===== src/rtl/alu_sched_pkg.sv =====
// Shared definitions for the round-robin ALU scheduler: opcodes, FSM states
// and the width of the registered flag bundle.
package alu_sched_pkg;

    localparam logic [3:0] OP_ADD   = 4'd0;
    localparam logic [3:0] OP_SUB   = 4'd1;
    localparam logic [3:0] OP_AND   = 4'd2;
    localparam logic [3:0] OP_OR    = 4'd3;
    localparam logic [3:0] OP_SNE   = 4'd4;
    localparam logic [3:0] OP_PASSB = 4'd5;

    typedef enum logic [1:0] {
        IDLE = 2'd0,
        EXEC = 2'd1,
        RESP = 2'd2
    } sched_state_e;

    // Flag bundle layout: {carry, zero, sign}
    localparam int FLAG_W = 3;

endpackage


===== src/rtl/alu_core.sv =====
// Purely combinational ALU shared by all requesters of the scheduler.
// Unknown opcodes produce a zero result with carry cleared.
module alu_core
    import alu_sched_pkg::*;
#(
    parameter int WIDTH = 128
) (
    input  logic [3:0]       opcode_i,
    input  logic [WIDTH-1:0] input1_i,
    input  logic [WIDTH-1:0] input2_i,
    output logic [WIDTH-1:0] result_o,
    output logic             carry_o,
    output logic             zero_o,
    output logic             sign_o
);

    logic [WIDTH:0] sum;

    assign sum = {1'b0, input1_i} + {1'b0, input2_i};

    always_comb begin
        result_o = '0;
        carry_o  = 1'b0;
        case (opcode_i)
            OP_ADD: begin
                result_o = sum[WIDTH-1:0];
                carry_o  = sum[WIDTH];
            end
            OP_SUB: begin
                result_o = input1_i - input2_i;
                carry_o  = (input1_i < input2_i);
            end
            OP_AND:   result_o = input1_i & input2_i;
            OP_OR:    result_o = input1_i | input2_i;
            OP_SNE:   result_o = {{(WIDTH-1){1'b0}}, (input1_i != input2_i)};
            OP_PASSB: result_o = input2_i;
            default: begin
                result_o = '0;
                carry_o  = 1'b0;
            end
        endcase
    end

    assign zero_o = (result_o == '0);
    assign sign_o = result_o[WIDTH-1];

endmodule


===== src/rtl/alu_rr_scheduler.sv =====
// Round-robin arbiter in front of a single shared ALU: grant, capture,
// execute, then hold the tagged response until the consumer accepts it.
module alu_rr_scheduler
    import alu_sched_pkg::*;
#(
    parameter int WIDTH   = 128,
    parameter int NUM_REQ = 4,
    parameter int ID_W    = (NUM_REQ > 1) ? $clog2(NUM_REQ) : 1
) (
    input  logic                     clk,
    input  logic                     rst,
    input  logic [NUM_REQ-1:0]       reqValid,
    output logic [NUM_REQ-1:0]       reqReady,
    input  logic [4*NUM_REQ-1:0]     reqOpcode,
    input  logic [WIDTH*NUM_REQ-1:0] reqInput1,
    input  logic [WIDTH*NUM_REQ-1:0] reqInput2,
    output logic                     rspValid,
    input  logic                     rspReady,
    output logic [ID_W-1:0]          rspId,
    output logic [WIDTH-1:0]         rspResult,
    output logic                     rspCarry,
    output logic                     rspZero,
    output logic                     rspSign,
    output logic                     busy
);

    sched_state_e      state_q;
    logic [ID_W-1:0]   rr_ptr_q;
    logic [ID_W-1:0]   gnt_q;
    logic [3:0]        op_q;
    logic [WIDTH-1:0]  a_q;
    logic [WIDTH-1:0]  b_q;
    logic [WIDTH-1:0]  res_q;
    logic [FLAG_W-1:0] flags_q;
    logic              rsp_valid_q;

    logic              arb_any_d;
    logic [ID_W-1:0]   arb_gnt_d;
    logic [3:0]        sel_op_d;
    logic [WIDTH-1:0]  sel_a_d;
    logic [WIDTH-1:0]  sel_b_d;

    logic [WIDTH-1:0]  core_res;
    logic              core_carry;
    logic              core_zero;
    logic              core_sign;

    // First pass searches from the pointer upward; second pass wraps to index 0.
    always_comb begin
        arb_any_d = 1'b0;
        arb_gnt_d = '0;
        for (int i = 0; i < NUM_REQ; i++) begin
            if (!arb_any_d && reqValid[i] && (ID_W'(i) >= rr_ptr_q)) begin
                arb_any_d = 1'b1;
                arb_gnt_d = ID_W'(i);
            end
        end
        for (int i = 0; i < NUM_REQ; i++) begin
            if (!arb_any_d && reqValid[i]) begin
                arb_any_d = 1'b1;
                arb_gnt_d = ID_W'(i);
            end
        end
    end

    always_comb begin
        sel_op_d = '0;
        sel_a_d  = '0;
        sel_b_d  = '0;
        for (int i = 0; i < NUM_REQ; i++) begin
            reqReady[i] = (state_q == IDLE) && arb_any_d && (arb_gnt_d == ID_W'(i));
            if (arb_gnt_d == ID_W'(i)) begin
                sel_op_d = reqOpcode[4*i +: 4];
                sel_a_d  = reqInput1[WIDTH*i +: WIDTH];
                sel_b_d  = reqInput2[WIDTH*i +: WIDTH];
            end
        end
    end

    alu_core #(.WIDTH(WIDTH)) u_core (
        .opcode_i (op_q),
        .input1_i (a_q),
        .input2_i (b_q),
        .result_o (core_res),
        .carry_o  (core_carry),
        .zero_o   (core_zero),
        .sign_o   (core_sign)
    );

    always_ff @(posedge clk) begin
        if (rst) begin
            state_q     <= IDLE;
            rr_ptr_q    <= '0;
            gnt_q       <= '0;
            op_q        <= '0;
            a_q         <= '0;
            b_q         <= '0;
            res_q       <= '0;
            flags_q     <= '0;
            rsp_valid_q <= 1'b0;
        end else begin
            case (state_q)
                IDLE: begin
                    if (arb_any_d) begin
                        gnt_q   <= arb_gnt_d;
                        op_q    <= sel_op_d;
                        a_q     <= sel_a_d;
                        b_q     <= sel_b_d;
                        state_q <= EXEC;
                    end
                end
                EXEC: begin
                    res_q       <= core_res;
                    flags_q     <= {core_carry, core_zero, core_sign};
                    rr_ptr_q    <= (gnt_q == ID_W'(NUM_REQ-1)) ? '0 : gnt_q + 1'b1;
                    rsp_valid_q <= 1'b1;
                    state_q     <= RESP;
                end
                RESP: begin
                    if (rspReady) begin
                        rsp_valid_q <= 1'b0;
                        state_q     <= IDLE;
                    end
                end
                default: begin
                    rsp_valid_q <= 1'b0;
                    state_q     <= IDLE;
                end
            endcase
        end
    end

    assign rspValid  = rsp_valid_q;
    assign rspId     = gnt_q;
    assign rspResult = res_q;
    assign rspCarry  = flags_q[2];
    assign rspZero   = flags_q[1];
    assign rspSign   = flags_q[0];
    assign busy      = (state_q != IDLE);

endmodule


===== config.mk =====
export PLATFORM = sky130hd
export DESIGN_NAME = alu_rr_scheduler
export DESIGN_NICKNAME = d
export VERILOG_FILES = /design/src/rtl/alu_sched_pkg.sv /design/src/rtl/alu_core.sv /design/src/rtl/alu_rr_scheduler.sv
export SDC_FILE = /design/constraint.sdc
export NUM_CORES = 2
export LEC_CHECK = 0
export BUFFER_PORTS_ARGS = -buffer_cell sky130_fd_sc_hd__buf_2
export CAP_MARGIN = 30
export CORE_AREA = 2 2 456 458
export CTS_CLUSTER_SIZE = 16
export DETAILED_ROUTE_END_ITERATION = 16
export DIE_AREA = 0 0 458 460
export GPL_TIMING_DRIVEN = 0
export HOLD_SLACK_MARGIN = 0.12
export PLACE_DENSITY_LB_ADDON = 0.08
export SLEW_MARGIN = 20
export SYNTH_ARGS = -nofsm -noshare
export SYNTH_HDL_FRONTEND = slang
export SYNTH_SLANG_ARGS = --single-unit
export TNS_END_PERCENT = 20

===== constraint.sdc =====
create_clock -name clk -period 11.8 [get_ports clk]
set_input_delay 0.59 -clock clk [delete_from_list [all_inputs] [get_ports clk]]
set_output_delay 0.59 -clock clk [all_outputs]
set_load 0.01 [all_outputs]

==> summary.txt <==
Clocking
  – Clock sinks: 397
  – CTS tree: done
  – Postcts setup bufs: 0
  – Clock root cell: clkbuf_16
  – Post-CTS Resized: 0
  – CTS max path bufs: 3
  – Clk_lat worst skew: 750 ps
  – H-tree depth: 2
  – Clk slew on worst S/H paths: 60 ps
  – Cts-stage hold buffer count: 0
  – CTS buffer count: 53

Yosys
  – Synth Cell Area: 0.0454 mm²
  – Area leader, netlist: dfxtp_1
  – Synth area leaders: dfxtp_1, ha_1, a21oi_1
  – Top-area cell type share of the netlist area: 17.5%
  – EDFF count, synth: 0
  – Synth warnings: 0
  – #FFs+latches synth: 397
  – Syn Nets: 8242
  – Proportion of synthesized chip area in sequential cells: 17.5%
  – Synthesized area per cell: 6.69 µm²
  – Mapped Cells: 6791
  – Dominant synthesized flop cell: dfxtp_1
  – Async SR Flop Fraction: 0%
  – Library cells used by synthesis: 103

Setup path
  – Critical Path Start Type: flop
  – Critical path class: flop to flop
  – Cell Chain, Critical Path: inv_1 > ha_1 > nor4_2 > buf_4 > nand3_1 > nor4_1 > nand4b_1 > a21oi_1 > nand3_1 > nor4_1 > nand3_1 > nor4_1 > nand4_1 > nor4_1 > nand4_1 > nor4_1 > nand4_1 > o21ai_1
  – CP arrival: 9670 ps
  – Crit path required time: 12450 ps
  – Crit. End Element: flop
  – Most Frequent Cell on Critical Path: nor4_1
  – Slowest-stage cell, CP: a21oi_1
  – Crit path max fanout: 5
  – CP max stage delay: 970 ps

Global route
  – GRT overflow: 0
  – Maximum number of pins on one net before global-route repair: 14
  – Vias in the first global route: 63400
  – Total Routing Usage GR: 50.2%
  – First-pass GRT wire length: 688000 µm
  – Initial antenna violation count: 210

Power and ir drop
  – Gate power share: 68.6%
  – Worst VDD drop: 0.142 mV
  – Clock share of power: 15.2%
  – Switch share: 61.4%
  – Switching power: 7.19 mW
  – Sequential power share: 16.3%
  – Pwr dens: 195 mW/mm²
  – Internal: 4.51 mW
  – Power Total: 11.7 mW
  – Pleak: 24.8 nW

STA
  – Final Hold Viols: 0
  – Worst Tran Pin Value: 1350 ps
  – # setup viols final: 0
  – Layout Skew: 56.9 ps
  – Unrepaired setup endpoints after global routing: no
  – Final Max Slew Viols: 0
  – Crit share post-route: 76.4%
  – Final WS setup: 2780 ps
  – Min Tclk post-route: 9020 ps
  – F_max: 111 MHz
  – Max_slew headroom: 9.65%

Outcome
  – Status: complete, no violations

Finish
  – Post-route cell area: 0.0599 mm²
  – Final Util: 29.1%
  – Share of layout cells above drive strength 1: 22.2%
  – Fin cells: 11100
  – Nets@finish: 9666
  – Layout area overhead: 31.8%

Run
  – Max cap viols: 0

Route
  – DRC Markers: 0
  – Total wire length: 556000 µm
  – Vias: 70700
  – Antenna Nets Post-Route: 0
  – Iter 0 DRT Violations: 11500
  – Drt wl/cell: 50.1 µm
  – Via density: 6.38
  – First-pass iteration count of the detailed router: 6

Floorplanning
  – Die height: 460 µm
  – Core area: 0.206 mm²
  – Die ar.: 0.211 mm²
  – Initial core utilization: 22.1%
  – I/O pin count: 1186
  – Row cnt: 167
  – Die W: 458 µm

Placement
  – I/O Buffers: 1184
  – Dpl hpwl: 488000 µm
  – Routability cong.: 1.13
  – Pre-CTS setup slack: 3260 ps
  – Placed Area: 0.0576 mm²
  – Dpl cells: 10800

Min path
  – Min-Delay Path Class: input port to flop
==> state kept, by name (all words and copies together), names as in the netlist <==
name,count
op_q,4
flags_q,3
rspValid,1
rspId,2
rspResult,127
state_q,2
rr_ptr_q,2
a_q,128
b_q,128
==> final timing paths <==
path / from / endpoint / slack [ps] / cells past startpoint
worst min register to register: rspResult[125] / rspResult[125] / 460 / 2
worst max-delay path: a_q[127] / flags_q[1] / 2780 / 18
worst min-delay path: reqInput2[404] / b_q[20] / 190 / 3
worst max register to register: a_q[127] / flags_q[1] / 2780 / 18
==> metrics by stage <==
| stage | setup TNS [ps] | hold WS (ps) |
|---|---|---|
| floorplan | 0 | 481 |
| global route | 0 | 194 |
| detailed placement | 0 | 451 |
| global placement | -3640 | 445 |
| CTS | 0 | 160 |
| finish | 0 | 185 |
==> critical path: cells and delay by family (launching register included) <==
family / cells / cell delay [ps]
AO/OA/AOI/OAI: 2 / 1140
adder cells (fa/ha/maj): 1 / 550
buffers and inverters: 2 / 910
flip-flops: 1 / 910
AND/OR/NAND/NOR: 13 / 5400
==> cell type report <==
cell class,instances,area [µm²]
Clock buffer,71,1510
Sequential cell,397,7950
Tap cell,2704,3380
Buffer,514,2180
Timing Repair Buffer,1369,8240
Antenna cell,135,338
Inverter,421,1580
Fill cell,23400,146000
Clock inverter,23,275
Multi-Input combinational cell,5459,34500
==> routing by layer <==
metal	wire, µm	part of all wire [%]	GRT usage (%)
met5	425	0.076	0.827
met4	39000	7.0	30.7
met3	80100	14	26.1
met2	209000	38	65.8
met1	228000	41	63.6
==> cell usage after synthesis (all sizes together) (35+ instances only) <==
cell and instances:
nor2b 42, nor4 131, nand3 96, o31ai 91
a221o 35, nor3 136, o21ai 302, a22oi 60
and2 40, a211oi 316, o211ai 52, o21a 36
ha 402, a221oi 240, clkbuf 413, nand2 919
a21oi 860, o22ai 80, nor2 752, o221ai 37
inv 420, a21o 44, a31oi 51, a311oi 130
buf 101, dfxtp 397, nand4 99, o21bai 69
==> power groups by stage <==
stage	combinational (mW)	sequential, mW	clock, mW
6_report	8.02	1.90	1.78
5_1_grt	7.99	1.89	1.82
4_1_cts	7.42	1.86	1.78
3_5_place_dp	7.39	1.89	0
3_3_place_gp	7.13	1.88	0
2_1_floorplan	3.37	1.74	0
==> cell families (layout without fill, tap and decap cells) <==
group,Yosys count,after routing,share of synthesized area [%]
buf+inv,935,2398,7.88
mux,26,26,0.581
xor+xnor,12,12,0.231
flops,397,397,17.5
compound gates,2621,2621,38.9
fa+ha+maj,404,404,11.2
other cells,0,135,0
simple gates,2396,2396,23.8
==> cell usage in the layout (no fill, tap or decap), types with 33 or more instances in the layout <==
cell type  synthesis  routed
clkbuf_16          0      54
a22oi_1           60      60
buf_6              1      33
nor4_1           120     105
o22ai_1           79      74
nor2_1           751     750
a221oi_1         239     223
o21bai_1          68      68
o31ai_1           88      79
nor2b_1           42      42
nand3_1           95      95
nand4_1           99      99
dfxtp_1          397     397
o211ai_1          52      52
o21a_1            36      36
a21oi_1          857     854
o21ai_0          288     276
buf_2             34    1283
o221ai_1          37      36
nor3_1           136     133
a31oi_1           50      48
a221o_1           35      35
nand2_1          919     919
ha_1             402     402
clkbuf_2           0     116
clkbuf_1         413     311
inv_1            417     417
a311oi_1         128     123
a21o_1            44      44
buf_4              6      51
and2_1            40      40
a211oi_1         313     289
diode_2            0     135
(Power assumes the default switching activity.)
